<file path="src/rtl/bsas_op_sequencer.sv">
`default_nettype none
// ============================================================================
// Module   : bsas_op_sequencer
// Purpose  : Request FIFO and N/nADD start-done sequencer for the bit-serial
//            adder/subtractor; returns results with overflow/timeout flags.
// Revision : 1.0
// ============================================================================
module bsas_op_sequencer #(
    parameter int WIDTH   = 5,
    parameter int DEPTH   = 4,
    parameter int TIMEOUT = 31
) (
    input  logic                   Clock,
    input  logic                   Reset,
    input  logic                   in_valid,
    output logic                   in_ready,
    input  logic [WIDTH-1:0]       in_x,
    input  logic [WIDTH-1:0]       in_y,
    input  logic                   in_sub,
    output logic [WIDTH-1:0]       Xin,
    output logic [WIDTH-1:0]       Yin,
    output logic                   N,
    output logic                   nADD,
    input  logic                   done,
    input  logic [WIDTH-1:0]       Xout,
    output logic                   res_valid,
    input  logic                   res_ready,
    output logic [WIDTH-1:0]       res_value,
    output logic                   res_sub,
    output logic                   res_ovf,
    output logic                   res_timeout,
    output logic                   busy,
    output logic [$clog2(DEPTH):0] fifo_count
);
    localparam int AW = $clog2(DEPTH);
    localparam int CW = AW + 1;
    localparam int TW = $clog2(TIMEOUT + 1);
    localparam logic [TW-1:0] C_TIMER_LAST = TW'(TIMEOUT - 1);
    localparam logic [CW-1:0] C_DEPTH      = CW'(DEPTH);

    typedef enum logic [2:0] {
        S_IDLE    = 3'd0,
        S_LOAD    = 3'd1,
        S_WAIT    = 3'd2,
        S_RELEASE = 3'd3,
        S_OUTPUT  = 3'd4
    } state_t;

    state_t           state_q, state_d;
    logic [2*WIDTH:0] mem_q [DEPTH];
    logic [AW-1:0]    wr_ptr_q, wr_ptr_d, rd_ptr_q, rd_ptr_d;
    logic [CW-1:0]    count_q, count_d;
    logic [WIDTH-1:0] xin_q, xin_d, yin_q, yin_d;
    logic [WIDTH-1:0] res_value_q, res_value_d;
    logic             sub_q, sub_d, n_q, n_d, nadd_q, nadd_d;
    logic             load_cnt_q, load_cnt_d;
    logic [TW-1:0]    timer_q, timer_d;
    logic             res_valid_q, res_valid_d, res_sub_q, res_sub_d;
    logic             res_ovf_q, res_ovf_d, res_timeout_q, res_timeout_d;
    logic             busy_q, busy_d;

    logic             push, pop, ovf;
    logic [2*WIDTH:0] head;

    assign in_ready = (count_q < C_DEPTH);
    assign push     = in_valid & in_ready;
    assign pop      = (state_q == S_IDLE) && (count_q != '0);
    assign head     = mem_q[rd_ptr_q];

    // Signed overflow: operand sign relation depends on the opcode, result sign must follow X.
    assign ovf = (sub_q ? (xin_q[WIDTH-1] != yin_q[WIDTH-1]) : (xin_q[WIDTH-1] == yin_q[WIDTH-1]))
                 & (Xout[WIDTH-1] != xin_q[WIDTH-1]);

    always_comb begin
        wr_ptr_d      = push ? wr_ptr_q + AW'(1) : wr_ptr_q;
        rd_ptr_d      = pop  ? rd_ptr_q + AW'(1) : rd_ptr_q;
        case ({push, pop})
            2'b10:   count_d = count_q + CW'(1);
            2'b01:   count_d = count_q - CW'(1);
            default: count_d = count_q;
        endcase

        state_d       = state_q;
        xin_d         = xin_q;
        yin_d         = yin_q;
        sub_d         = sub_q;
        n_d           = n_q;
        nadd_d        = nadd_q;
        load_cnt_d    = load_cnt_q;
        timer_d       = timer_q;
        res_valid_d   = res_valid_q;
        res_value_d   = res_value_q;
        res_sub_d     = res_sub_q;
        res_ovf_d     = res_ovf_q;
        res_timeout_d = res_timeout_q;

        case (state_q)
            S_IDLE: begin
                n_d    = 1'b0;
                nadd_d = 1'b0;
                if (pop) begin
                    sub_d      = head[2*WIDTH];
                    xin_d      = head[2*WIDTH-1:WIDTH];
                    yin_d      = head[WIDTH-1:0];
                    load_cnt_d = 1'b0;
                    state_d    = S_LOAD;
                end
            end
            S_LOAD: begin
                if (load_cnt_q) begin
                    n_d     = 1'b1;
                    nadd_d  = sub_q;
                    timer_d = '0;
                    state_d = S_WAIT;
                end else begin
                    load_cnt_d = 1'b1;
                end
            end
            S_WAIT: begin
                if (done) begin
                    res_value_d   = Xout;
                    res_ovf_d     = ovf;
                    res_timeout_d = 1'b0;
                    res_sub_d     = sub_q;
                    n_d           = 1'b0;
                    nadd_d        = 1'b0;
                    state_d       = S_RELEASE;
                end else if (timer_q == C_TIMER_LAST) begin
                    res_value_d   = '0;
                    res_ovf_d     = 1'b0;
                    res_timeout_d = 1'b1;
                    res_sub_d     = sub_q;
                    n_d           = 1'b0;
                    nadd_d        = 1'b0;
                    state_d       = S_RELEASE;
                end else begin
                    timer_d = timer_q + TW'(1);
                end
            end
            S_RELEASE: begin
                // Keep N low until the BSAS has dropped done so a new start cannot alias the old one.
                if (!done) begin
                    res_valid_d = 1'b1;
                    state_d     = S_OUTPUT;
                end
            end
            S_OUTPUT: begin
                if (res_ready) begin
                    res_valid_d = 1'b0;
                    state_d     = S_IDLE;
                end
            end
            default: state_d = S_IDLE;
        endcase

        busy_d = (state_d != S_IDLE);
    end

    always_ff @(posedge Clock) begin
        if (push) begin
            mem_q[wr_ptr_q] <= {in_sub, in_x, in_y};
        end
    end

    always_ff @(posedge Clock or posedge Reset) begin
        if (Reset) begin
            state_q       <= S_IDLE;
            wr_ptr_q      <= '0;
            rd_ptr_q      <= '0;
            count_q       <= '0;
            xin_q         <= '0;
            yin_q         <= '0;
            sub_q         <= 1'b0;
            n_q           <= 1'b0;
            nadd_q        <= 1'b0;
            load_cnt_q    <= 1'b0;
            timer_q       <= '0;
            res_valid_q   <= 1'b0;
            res_value_q   <= '0;
            res_sub_q     <= 1'b0;
            res_ovf_q     <= 1'b0;
            res_timeout_q <= 1'b0;
            busy_q        <= 1'b0;
        end else begin
            state_q       <= state_d;
            wr_ptr_q      <= wr_ptr_d;
            rd_ptr_q      <= rd_ptr_d;
            count_q       <= count_d;
            xin_q         <= xin_d;
            yin_q         <= yin_d;
            sub_q         <= sub_d;
            n_q           <= n_d;
            nadd_q        <= nadd_d;
            load_cnt_q    <= load_cnt_d;
            timer_q       <= timer_d;
            res_valid_q   <= res_valid_d;
            res_value_q   <= res_value_d;
            res_sub_q     <= res_sub_d;
            res_ovf_q     <= res_ovf_d;
            res_timeout_q <= res_timeout_d;
            busy_q        <= busy_d;
        end
    end

    assign Xin         = xin_q;
    assign Yin         = yin_q;
    assign N           = n_q;
    assign nADD        = nadd_q;
    assign res_valid   = res_valid_q;
    assign res_value   = res_value_q;
    assign res_sub     = res_sub_q;
    assign res_ovf     = res_ovf_q;
    assign res_timeout = res_timeout_q;
    assign busy        = busy_q;
    assign fifo_count  = count_q;

endmodule
`default_nettype wire
</file>
<file path="config.mk">
export PLATFORM = sky130hd
export DESIGN_NAME = bsas_op_sequencer
export DESIGN_NICKNAME = d
export VERILOG_FILES = /design/src/rtl/bsas_op_sequencer.sv
export SDC_FILE = /design/constraint.sdc
export NUM_CORES = 1
export LEC_CHECK = 0
export CORE_ASPECT_RATIO = 2
export CORE_MARGIN = 3
export CORE_UTILIZATION = 45
export DETAILED_ROUTE_END_ITERATION = 8
export PLACE_DENSITY = 0.7
export SLEW_MARGIN = 20
export SYNTH_ARGS = -nofsm -noshare
export SYNTH_HDL_FRONTEND = slang
export SYNTH_SLANG_ARGS = --single-unit
</file>
<file path="constraint.sdc">
create_clock -name Clock -period 2.82 [get_ports Clock]
set_input_delay 0.564 -clock Clock [delete_from_list [all_inputs] [get_ports Clock]]
set_output_delay 0.564 -clock Clock [all_outputs]
set_load 0.01 [all_outputs]
</file>
======== Yosys cells after proc, flatten, opt, wreduce, memory -nomap -nowiden ========
Memories as Yosys holds them, arrays and structs flattened. A register that Yosys moved wholly into a read port is not among the register bits.
Index checks and enable logic that the tools add are counted.
W data, S select, Z words.
cells by class
  $add $sub $neg .......................... 5
  magnitude comparators ................... 1
  equal/unequal tests ..................... 17
  mux-type cells .......................... 33
  bitwise logic cells ..................... 2
  reductions and logical operators ........ 16
operators with widths
  cell                   count
  $mux W5                5
  $mux W3                6
  $mux W1                15
  $pmux W3 S5            1
  $ne A2 B2 Y1 const B   6
  $pmux W5 S2            1
  $reduce_bool A2 Y1     5
  $reduce_bool A3 Y1     3
  $eq A3 B2 Y1 const B   2
  $pmux W1 S3            2
  $pmux W3 S2            1
  $reduce_and A2 Y1      3
  $reduce_and A3 Y1      2
  $add A5 B1 Y5 const B  1
  $eq A5 B5 Y1 const B   1
  $add A2 B1 Y2 const B  2
  $pmux W1 S2            2
  $reduce_and A4 Y1      1
  $add A3 B1 Y3 const B  1
  $eq A3 B1 Y1 const B   1
  $eq A3 B3 Y1 const B   1
  $logic_not A3 Y1       1
  $lt A3 B3 Y1 const B   1
  $ne A3 B3 Y1 const B   1
  7 further kinds        9
storage, ports and cells
  register bits ........................... 28
  RAM bits ................................ 44
  input port bits ......................... 21
  output and inout port bits .............. 26
  memories ................................ 1
memory list
  name   depth  bits a word  read ports  clocked after memory_dff  write ports  line  source
  mem_q  4      11           1           1                         1            50    logic [2*WIDTH:0] mem_q [DEPTH];

======== Depth between registers and ports, before layout ========
  word-level depth ........................ 5
  depth in mapped cells ................... 11

======== Worst setup path after synthesis ========
Ideal clock, no wire load.
  kind .................................... reg2reg
  start point ............................. reg state_q[2]
  end point ............................... reg count_q[2] (netlist: fifo_count[2])
  setup time .............................. 0.080 ns
  data arrival time ....................... 2.173 ns
  required time ........................... 2.740 ns
  setup slack ............................. 0.567 ns
  stages on the path, launching flop included .. 12
  buffers on the path ..................... 2
  cells stage by stage .................... dfrtp_1 > clkbuf_1 > nor3_1 > nand2_1 > inv_2 > buf_4 > ha_1 > inv_1 > fa_1 > xor2_1 > nor2_1 > xnor2_1
on the way
  cells in the longest elaborated chain, start to end .. 4
  elaborated cells on any way between the ends .. 6
  classes of those cells .................. eq/ne: 2; mux: 1; reduce/logical: 3
ends and longest elaborated chain
  item                                               line  source
  start, declared                                    49    state_t state_q, state_d;
  start signal, assigned                             185   state_q <= state_d;
  $logic_not A3 Y1 (*)                               67    assign pop = (state_q == S_IDLE) && (count_q != '0);
  $logic_and A1 B1 Y1 (*)                            67
  via pop                                            62    logic push, pop, ovf;
  $eq A2 B1 Y1 or $eq A2 B2 Y1 (tied branches)       77    case ({push, pop})
  $pmux W3 S2 or $reduce_bool A2 Y1 (tied branches)  --
  end signal, assigned                               188   count_q <= count_d;
  end, declared                                      52    logic [CW-1:0] count_q, count_d;
Mark *: on every way through the listed nets, which the timed path passes. The rest lies on a longest branch.
A chain may end at the register's enable or synchronous reset.

======== Final worst setup path ========
  start point ............................. reg state_q[1]
  end point ............................... reg count_q[2] (netlist: fifo_count[2])
on the way
  cells in the longest elaborated chain, start to end .. 4
  elaborated cells on any way between the ends .. 6
  classes of those cells .................. eq/ne: 2; mux: 1; reduce/logical: 3
ends and longest elaborated chain
  item                                               line
  $logic_not A3 Y1 (*)                               67
  $logic_and A1 B1 Y1 (*)                            67
  $eq A2 B1 Y1 or $eq A2 B2 Y1 (tied branches)       77
  $pmux W3 S2 or $reduce_bool A2 Y1 (tied branches)  --
Every way passes the cells marked *; elsewhere a longest branch is shown, timed or not.

==> flow_results.xml <==
<?xml version="1.0" encoding="UTF-8"?>
<metrics>
  <group name="outcome">
    <metric name="status" unit="">complete, no violations</metric>
  </group>
  <group name="power">
    <metric name="total_leakage_power" unit="nW">1.64</metric>
    <metric name="worst_ir_drop_vdd" unit="uV">613</metric>
    <metric name="powerDensity" unit="nW/um^2">1080</metric>
  </group>
  <group name="cts">
    <metric name="ctsHtreeMaxLevel" unit="">3</metric>
    <metric name="cts-root-buf" unit="">sky130_fd_sc_hd__clkbuf_16</metric>
    <metric name="clkTransAtPathRegs" unit="ns">0.06</metric>
    <metric name="tritoncts_clock_tree" unit="">yes</metric>
    <metric name="cts_bufs_inserted" unit="">9</metric>
    <metric name="hold_buffers" unit="">0</metric>
    <metric name="postCtsSetupBuffers" unit="">0</metric>
    <metric name="ctsResizeCount" unit="">0</metric>
    <metric name="clk_latency_worst_skew_pair" unit="ns">0.33</metric>
    <metric name="cts_max_path_buffers" unit="">2</metric>
    <metric name="clock_sinks" unit="">83</metric>
  </group>
  <group name="sta">
    <metric name="max_frequency" unit="GHz">0.444</metric>
    <metric name="grt_setup_unrepaired" unit="">false</metric>
    <metric name="layout_worst_path_cycle_share" unit="%">79.9</metric>
    <metric name="timing.final.ws_setup" unit="ns">0.566</metric>
    <metric name="worst_slew_pin_slew" unit="ns">0.623</metric>
    <metric name="final-setup-viol-count" unit="">0</metric>
    <metric name="finalSetupTns" unit="ns">0</metric>
    <metric name="finalHoldWorstSlack" unit="ns">0.486</metric>
    <metric name="timing.slew.headroom" unit="%">58.4</metric>
    <metric name="time_the_worst_path_needs_with_i_o_delays_and_setup" unit="ns">2.25</metric>
    <metric name="hold_viol_final" unit="">0</metric>
    <metric name="clock-skew-final" unit="ns">0.00494</metric>
    <metric name="drv_slew" unit="">0</metric>
  </group>
  <group name="place">
    <metric name="portBuffers" unit="">46</metric>
    <metric name="place.detailed.instances" unit="">354</metric>
    <metric name="place.gp.congestion" unit="">0.758</metric>
    <metric name="hpwl" unit="um">4320</metric>
    <metric name="preCtsSetupSlack" unit="ns">0.435</metric>
  </group>
  <group name="yosys">
    <metric name="synth.distinct_cells" unit="">44</metric>
    <metric name="yosys.area_share.simple" unit="%">7.40</metric>
    <metric name="yosys.area_share.xor_xnor" unit="%">1.78</metric>
    <metric name="cell_area_after_technology_mapping" unit="um^2">3450</metric>
    <metric name="synth.net_count" unit="">252</metric>
    <metric name="synth-edff-count" unit="">44</metric>
    <metric name="synth-adder-area-share" unit="%">3.12</metric>
    <metric name="share_of_cell_area_taken_by_muxes_after_synthesis" unit="%">11.9</metric>
    <metric name="netlist_instances" unit="">223</metric>
    <metric name="asyncSetResetFlopFracSynth" unit="%">47.0</metric>
    <metric name="ys.warnings.count" unit="">0</metric>
    <metric name="synth.ff_latch_count" unit="">83</metric>
    <metric name="syn-mean-instance-area" unit="um^2">15.5</metric>
    <metric name="synth_top_family_by_area" unit="">multiplexers</metric>
    <metric name="synthFlopType" unit="">sky130_fd_sc_hd__edfxtp_1</metric>
    <metric name="synth.yosys.seq_area_share" unit="%">66.6</metric>
    <metric name="synth_compound_area_share" unit="%">6.21</metric>
  </group>
  <group name="floorplan">
    <metric name="fp.dieArea" unit="um^2">8810</metric>
    <metric name="die_width" unit="um">67.9</metric>
    <metric name="initial_core_utilization" unit="%">46.7</metric>
    <metric name="fp.dieH" unit="um">130</metric>
    <metric name="std_cell_rows" unit="">44</metric>
    <metric name="placeableCoreArea" unit="um^2">7380</metric>
    <metric name="number_of_top_level_pins" unit="">47</metric>
  </group>
  <group name="grt">
    <metric name="antenna_found_initial" unit="">0</metric>
    <metric name="first_global_vias" unit="">2091</metric>
    <metric name="grt_use_total" unit="%">16.0</metric>
    <metric name="grt_pass1_wl" unit="um">9980</metric>
    <metric name="grt_start_max_net_pins" unit="">40</metric>
    <metric name="gr-total-overflow" unit="">0</metric>
  </group>
  <group name="route">
    <metric name="routed-via-count" unit="">1991</metric>
    <metric name="vias_per_cell" unit="">5.38</metric>
    <metric name="wirelength" unit="um">6210</metric>
    <metric name="ant_nets" unit="">0</metric>
    <metric name="route.detailed.drc" unit="">0</metric>
    <metric name="detail_route.wl_per_cell" unit="um">16.8</metric>
    <metric name="drt_first_pass_iters" unit="">4</metric>
    <metric name="drt_iter0_drc" unit="">91</metric>
  </group>
  <group name="worst_hold_path">
    <metric name="hold_path_class" unit="">reg2reg</metric>
    <metric name="hold_sp" unit="">Xin[0]</metric>
  </group>
  <group name="layout">
    <metric name="drive_above_1_share" unit="%">11.9</metric>
    <metric name="most-common-layout-cells" unit="">sky130_fd_sc_hd__clkdlybuf4s50_1 (46), sky130_fd_sc_hd__edfxtp_1 (44), sky130_fd_sc_hd__dfrtp_1 (39)</metric>
    <metric name="final-instance-count-excl-fill" unit="">370</metric>
    <metric name="area_delta_synth_final" unit="%">24.7</metric>
    <metric name="antenna_cells_inserted" unit="">0</metric>
    <metric name="layout.cells.most_common" unit="">sky130_fd_sc_hd__clkdlybuf4s50_1</metric>
    <metric name="finish.net_count" unit="">302</metric>
  </group>
  <group name="critical_path">
    <metric name="setup.worst_path.start_class" unit="">flop</metric>
    <metric name="r2r_start" unit="">state_q[1]</metric>
    <metric name="setup.worst_path.start" unit="">state_q[1]</metric>
    <metric name="critical_path_class" unit="">reg2reg</metric>
    <metric name="worst_ep_arrival_time" unit="ns">2.51</metric>
    <metric name="worstPathRequired" unit="ns">3.07</metric>
    <metric name="r2r_slack" unit="ns">0.57</metric>
    <metric name="worst_setup_path_end_kind" unit="">flop</metric>
    <metric name="path_max_fanout" unit="">14</metric>
  </group>
  <group name="job">
    <metric name="max_cap_viol_count" unit="">0</metric>
  </group>
</metrics>
==> kinds of logic (layout without fill, tap and decap cells) <==
| kind of cell | after synthesis | in the layout |
|---|---|---|
| XOR/XNOR | 7 | 7 |
| buffers and inverters | 25 | 80 |
| AO/OA/AOI/OAI | 30 | 30 |
| AND/OR/NAND/NOR | 44 | 44 |
| multiplexers | 26 | 26 |
| flip-flops | 83 | 83 |
| adder cells (fa/ha/maj) | 8 | 8 |
==> synth_stat cells, drive strengths merged, types with 3 or more instances <==
cell     n  share of area (%)
o21ai    7                1.0
clkbuf   6               0.65
inv     14                1.5
dfrtp   39                 28
or3      3               0.54
mux4    11                7.2
a22o     6                1.5
edfxtp  44                 38
a21oi    4               0.58
nand3   10                1.5
o211ai   5                1.1
nor3     3               0.44
nor2     4               0.44
nand2    6               0.65
buf      5               0.76
xnor2    6                1.5
nand2b   4               0.73
mux2i    5                1.5
and2     6                1.1
ha       7                2.5
mux2    10                3.3
==> through the flow <==
stage / total power, mW / utilization, % / cell area (um^2)
detailed placement: 3.56 / 54.3 / 4000
floorplan: 2.91 / - / 3450
global placement: 3.53 / 54.3 / 4000
finish: 4.64 / 58.3 / 4300
global route: 4.94 / 58.3 / 4300
CTS: 4.71 / 58.3 / 4300
==> layer usage <==
metal / up-vias / GRT usage, % / wire length, um
met1: 1010 / 16.2 / 2290
li1: 933 / - / -
met5: - / 0 / 0
met4: 0 / 7.27 / 109
met2: 40 / 29.1 / 3560
met3: 8 / 4.57 / 244
==> state kept, by name, indices dropped and copies added (netlist names) <==
name         flops
mem_q           44
Xin              5
Yin              5
res_value        5
timer_q          5
fifo_count       3
state_q          3
rd_ptr_q         2
wr_ptr_q         2
N                1
busy             1
load_cnt_q       1
nADD             1
res_ovf          1
res_sub          1
res_timeout      1
res_valid        1
sub_q            1
==> layout make-up <==
class,count,area (um^2)
clock buffer,10,229
tap,92,115
multi-input combinational,115,1050
sequential,83,2300
inverter,14,52.6
clock inverter,6,66.3
timing repair buffer,50,490
fill,615,3080
==> worst max-delay path, stage by stage, from the launching register on <==
cell and delay [ns]:
sky130_fd_sc_hd__dfrtp_1 0.51, sky130_fd_sc_hd__nor3_1 0.36, sky130_fd_sc_hd__nand2_1 0.22, sky130_fd_sc_hd__inv_2 0.10
sky130_fd_sc_hd__ha_1 0.18, sky130_fd_sc_hd__inv_1 0.06, sky130_fd_sc_hd__fa_1 0.37, sky130_fd_sc_hd__xor2_1 0.15
sky130_fd_sc_hd__nor2_1 0.12, sky130_fd_sc_hd__xnor2_1 0.12
==> power breakdown <==
group          internal [mW]  total [mW]  switching, mW
logic                  0.894        1.61          0.717
clock network          0.685        1.13          0.448
registers               1.63        1.89          0.259
total                   3.21        4.64           1.42
==> path summary, 6_finish.rpt <==
check,depth (start not counted),to
worst max-delay path,9,fifo_count[2]
worst min-delay path,1,Xin[0]
worst max register to register,9,fifo_count[2]
worst min register to register,1,Xin[0]
max in group asynchronous,3,res_value[3]
min in group asynchronous,3,nADD
(Power assumes the default switching activity.)
